### config.mk
export PLATFORM = sky130hd
export DESIGN_NAME = cache_arbiter
export DESIGN_NICKNAME = d
export VERILOG_FILES = /design/src/rtl/cache_arbiter.sv
export SDC_FILE = /design/constraint.sdc
export NUM_CORES = 1
export LEC_CHECK = 0
export ABC_AREA = 1
export BUFFER_PORTS_ARGS = -buffer_cell sky130_fd_sc_hd__buf_2
export CORE_AREA = 4 4 536 538
export CTS_CLUSTER_SIZE = 28
export DETAILED_ROUTE_END_ITERATION = 10
export DIE_AREA = 0 0 540 542
export PLACE_DENSITY = 0.3
export SYNTH_ARGS = -nofsm -noshare
export SYNTH_HDL_FRONTEND = slang
export SYNTH_SLANG_ARGS = --single-unit
### constraint.sdc
create_clock -name clk -period 1.7 [get_ports clk]
set_clock_uncertainty 0.05 [all_clocks]
set_input_delay 0.17 -clock clk [delete_from_list [all_inputs] [get_ports clk]]
set_output_delay 0.17 -clock clk [all_outputs]
set_load 0.1 [all_outputs]
### src/rtl/cache_arbiter.sv
// Two-client line arbiter: instruction and data caches share one physical memory port.
// Round-robin between contenders, one transaction at a time, with request fields latched at grant.
module cache_arbiter #(
  parameter int ADDR_W = 32,
  parameter int LINE_W = 256
) (
  input  logic              clk,
  input  logic              rst,
  input  logic              i_read,
  input  logic [ADDR_W-1:0] i_addr,
  output logic [LINE_W-1:0] i_rdata,
  output logic              i_resp,
  input  logic              d_read,
  input  logic              d_write,
  input  logic [ADDR_W-1:0] d_addr,
  input  logic [LINE_W-1:0] d_wdata,
  output logic [LINE_W-1:0] d_rdata,
  output logic              d_resp,
  output logic              pmem_read,
  output logic              pmem_write,
  output logic [ADDR_W-1:0] pmem_addr,
  output logic [LINE_W-1:0] pmem_wdata,
  input  logic [LINE_W-1:0] pmem_rdata,
  input  logic              pmem_resp,
  output logic [1:0]        grant
);

  // Encoding doubles as the grant output value.
  localparam logic [1:0] IDLE    = 2'b00;
  localparam logic [1:0] SERVE_I = 2'b01;
  localparam logic [1:0] SERVE_D = 2'b10;

  logic [1:0]        state_q, state_d;
  logic              last_owner_q, last_owner_d;
  logic              we_q, we_d;
  logic              live_q, live_d;
  logic [ADDR_W-1:0] addr_q, addr_d;
  logic [LINE_W-1:0] wdata_q, wdata_d;

  logic d_req;
  logic serving;
  logic owner_req;
  logic resp_ok;

  // Owner request tracking and qualified completion.
  always_comb begin
    d_req   = d_read | d_write;
    serving = 1'b0;
    owner_req = 1'b0;
    case (state_q)
      SERVE_I: begin
        serving   = 1'b1;
        owner_req = i_read;
      end
      SERVE_D: begin
        serving   = 1'b1;
        owner_req = d_req;
      end
      default: begin
        serving   = 1'b0;
        owner_req = 1'b0;
      end
    endcase
    // An owner that let go of its request at any point gets no response.
    resp_ok = serving & pmem_resp & live_q & owner_req;
  end

  // Arbitration and transaction sequencing.
  always_comb begin
    state_d      = state_q;
    last_owner_d = last_owner_q;
    we_d         = we_q;
    live_d       = live_q;
    addr_d       = addr_q;
    wdata_d      = wdata_q;
    case (state_q)
      IDLE: begin
        if (d_req && (!i_read || !last_owner_q)) begin
          state_d = SERVE_D;
          addr_d  = d_addr;
          we_d    = d_write;
          wdata_d = d_wdata;
          live_d  = 1'b1;
        end else if (i_read) begin
          state_d = SERVE_I;
          addr_d  = i_addr;
          we_d    = 1'b0;
          wdata_d = '0;
          live_d  = 1'b1;
        end else begin
          state_d = IDLE;
        end
      end
      SERVE_I, SERVE_D: begin
        live_d = live_q & owner_req;
        if (pmem_resp) begin
          state_d      = IDLE;
          last_owner_d = (state_q == SERVE_D);
        end else begin
          state_d = state_q;
        end
      end
      default: begin
        state_d = IDLE;
      end
    endcase
  end

  // State and latched transaction registers.
  always_ff @(posedge clk or negedge rst) begin
    if (!rst) begin
      state_q      <= IDLE;
      last_owner_q <= 1'b0;
      we_q         <= 1'b0;
      live_q       <= 1'b0;
      addr_q       <= '0;
      wdata_q      <= '0;
    end else begin
      state_q      <= state_d;
      last_owner_q <= last_owner_d;
      we_q         <= we_d;
      live_q       <= live_d;
      addr_q       <= addr_d;
      wdata_q      <= wdata_d;
    end
  end

  assign grant      = state_q;
  assign pmem_read  = serving & ~we_q;
  assign pmem_write = serving & we_q;
  assign pmem_addr  = addr_q;
  assign pmem_wdata = wdata_q;

  assign i_resp  = resp_ok & (state_q == SERVE_I);
  assign d_resp  = resp_ok & (state_q == SERVE_D);
  assign i_rdata = i_resp ? pmem_rdata : '0;
  assign d_rdata = d_resp ? pmem_rdata : '0;

endmodule

==> results by group <==
Drt
  • DRT Pass-1 Iters: 5
  • Vias: 22700
  • Vias per cell: 2.90
  • Final WL: 190000 um
  • DRC: 0
  • Wire per inst: 24.3 um
  • Routed Antenna Nets: 0
  • Drt first-iter violations: 1145

GRT
  • Largest net degree at the start of global routing: 61
  • M2 GR Usage: 22.2%
  • Vias in the first global route: 24000
  • Busiest grt layer: met2
  • GR Util All Layers: 12.4%
  • Initial antenna violation count: 136
  • Met3 Use GR: 4.38%
  • Gr ovfl total: 0
  • First-pass GRT wire length: 243000 um
  • M1 GR Usage: 13.8%

Cells and area
  • Most frequent cells in the layout: buf_2, nand2_1, buf_12, inv_1, dlygate4sd3_1
  • Layout net count: 4632
  • Commonest non-fill, non-tap cell in the layout: buf_2
  • Fraction of layout instances using a drive strength above 1: 48.5%
  • Area growth syn-to-layout: 171%

Flow run
  • Max cap viols: 0

Floorplan
  • Area of the core: 0.282 mm2
  • Die height: 542 um
  • Initial Util: 5.59%
  • Io pins: 1388
  • Chip width: 540 um
  • Cell Rows: 195
  • Die ar.: 0.293 mm2

Power
  • LEAKAGE: 20.5 nW
  • VDD IR-drop max: 1.59 mV
  • Cell Pwr Density: 1640 mW/mm2
  • Total power draw: 0.0700 W

Outcome
  • Failing checks: negative hold slack, negative setup slack
  • Status: finished, violations left

Worst setup path
  • Buf/Inv on CP: 5
  • Crit path cell chain: inv_4 -> ha_4 -> nand2_2 -> nor2_4 -> nand3_4 -> buf_12 -> buf_16 -> nor2_1 -> buf_4 -> buf_12
  • CP dominant cell by count: buf_12
  • Crit path capture type: output pin
  • Crit path max-delay family: buffers and inverters
  • CP Data Required Time: 1.48 ns
  • CP max stage cell: dfrtp_4
  • Crit path max fanout: 29
  • Worst Path Arrival: 2.70 ns
  • Crit path kind: reg2out
  • Setup crit start kind: register
  • CP max stage delay: 0.43 ns

STA
  • RSZ-0062 raised after global routing: yes
  • Setup TNS: -581.46 ns
  • Final setup margin: -1.22 ns
  • Minimum clock period: 2.92 ns
  • Worst Max-Slew Pin Slew: 0.708 ns
  • Max Freq: 0.343 GHz
  • Setup-failing EPs final: 764
  • Hold Fails Final Rpt: 1
  • Rel. slew slack: 53.1%
  • Hold Slack: -0.0541 ns
  • Crit share post-route: 172%
  • Max Slew Vio Count: 0

Logic synthesis
  • Register area share after synthesis: 46.5%
  • Syn Inst Count: 2258
  • Yosys reg bits: 293
  • Ys Warns: 0
  • Syn nets: 2843
  • Netlist Area Pre-Place: 0.0158 mm2
  • Distinct cells, synth: 20
  • Mean Syn Cell Area: 6.99 um2

Clocking
  • H-tree depth: 2
  • CTS Buffer Depth: 3
  • CTS tree: yes
  • Clock Sinks: 293
  • Clock root buffer: clkbuf_16
  • Clk slew on worst S/H paths: 0.06 ns
  • CTS Hold Bufs: 325
  • CTS buffer count: 42
  • Worst-skew pair later-pin latency: 0.63 ns

Place
  • Post-DP HPWL: 169000 um
  • Port bufs: 1387
  • Routability Congestion: 0.910

Min path
  • Hold/Removal Path Class: in2reg
[flip-flops by register name (all words and copies together) (netlist names)]
register / count
we_q: 1
pmem_addr: 32
last_owner_q: 1
grant: 2
live_q: 1
pmem_wdata: 256
[layer usage]
metal | part of all wire (%) | routed length, um
met5 | 0.032 | 61
met4 | 3.5 | 6690
met3 | 8.8 | 16700
met2 | 50 | 95000
met1 | 38 | 71900
[logic make-up (layout without fill, tap and decap cells)]
kind of cell / after synthesis / count (layout) / synth area share [%]
flops: 293 / 293 / 46.5
simple gates: 1469 / 1469 / 37.7
mux: 1 / 1 / 0.0714
other cells: 0 / 15 / 0
compound gates: 3 / 3 / 0.0951
buf+inv: 489 / 2309 / 15.4
fa+ha+maj: 3 / 3 / 0.238
[synthesized netlist by cell type, drive strengths merged]
cell type	n	area share (%)
mux2	1	0.071
dfrtp	293	46
ha	3	0.24
inv	332	7.9
o21ai	3	0.095
nor2	520	12
clkbuf	20	0.48
nand3	325	10
nand2	622	15
nand3b	1	0.048
or2	1	0.040
buf	137	7.0
[metrics by stage]
stage / hold WS, ns / cells / setup slack, ns / cell area [um2] / utilization (%)
after CTS: -0.111 / 7814 / -1.28 / 42100 / 14.9
after global routing: -0.0263 / 7829 / -1.30 / 42700 / 15.1
final: -0.0541 / 7836 / -1.22 / 42700 / 15.1
after global placement: 0.00603 / 7406 / -0.953 / 36700 / 13.0
after floorplan: -0.176 / 2258 / -1.36 / 16400 / -
after detailed placement: 0.00734 / 7406 / -0.929 / 36700 / 13.0
[worst min-delay path, delay by kind of cell]
kind / cells / cell delay, ns
buffers and inverters: 1 / 0.12
AND/OR/NAND/NOR: 4 / 0.29
[cell type report]
class | instances | area (um2)
diodes | 15 | 37.5
clock buffers | 61 | 1210
clock inverters | 14 | 146
fillers | 32400 | 239000
inverters | 332 | 1250
multi-input cells | 1476 | 7510
flip-flops and latches | 293 | 7340
well taps | 3743 | 4680
repair buffers | 1902 | 20500
[where the power goes]
part / internal [W] / total, W / leakage (nW) / switching [W]
logic: 0.00863 / 0.0483 / 16.1 / 0.0397
registers: 0.0104 / 0.0127 / 3.70 / 0.00229
clock network: 0.00513 / 0.00896 / 0.672 / 0.00383
[final timing paths]
check                           startpoint               to  slack [ns]  cells past startpoint
setup / recovery                  grant[0]     i_rdata[118]       -1.22                     10
setup reg to reg                  grant[1]  pmem_wdata[225]       -0.23                      8
min in group asynchronous              rst   pmem_wdata[67]        0.10                      3
hold reg to reg            pmem_wdata[194]  pmem_wdata[194]        0.45                      2
max in group asynchronous              rst    pmem_addr[27]        1.01                      4
hold / removal                      i_read           live_q       -0.05                      5
[timing repair]
item                                    4_1_cts  5_1_grt
buffers inserted                              0        2
pin swaps                                     5        1
hold endpoints to repair                    586        1
gates cloned                                  8        5
endpoints found under the setup margin      947      933
gates resized for setup                     172      140
No activity file was read; power rests on OpenSTA's default activity.
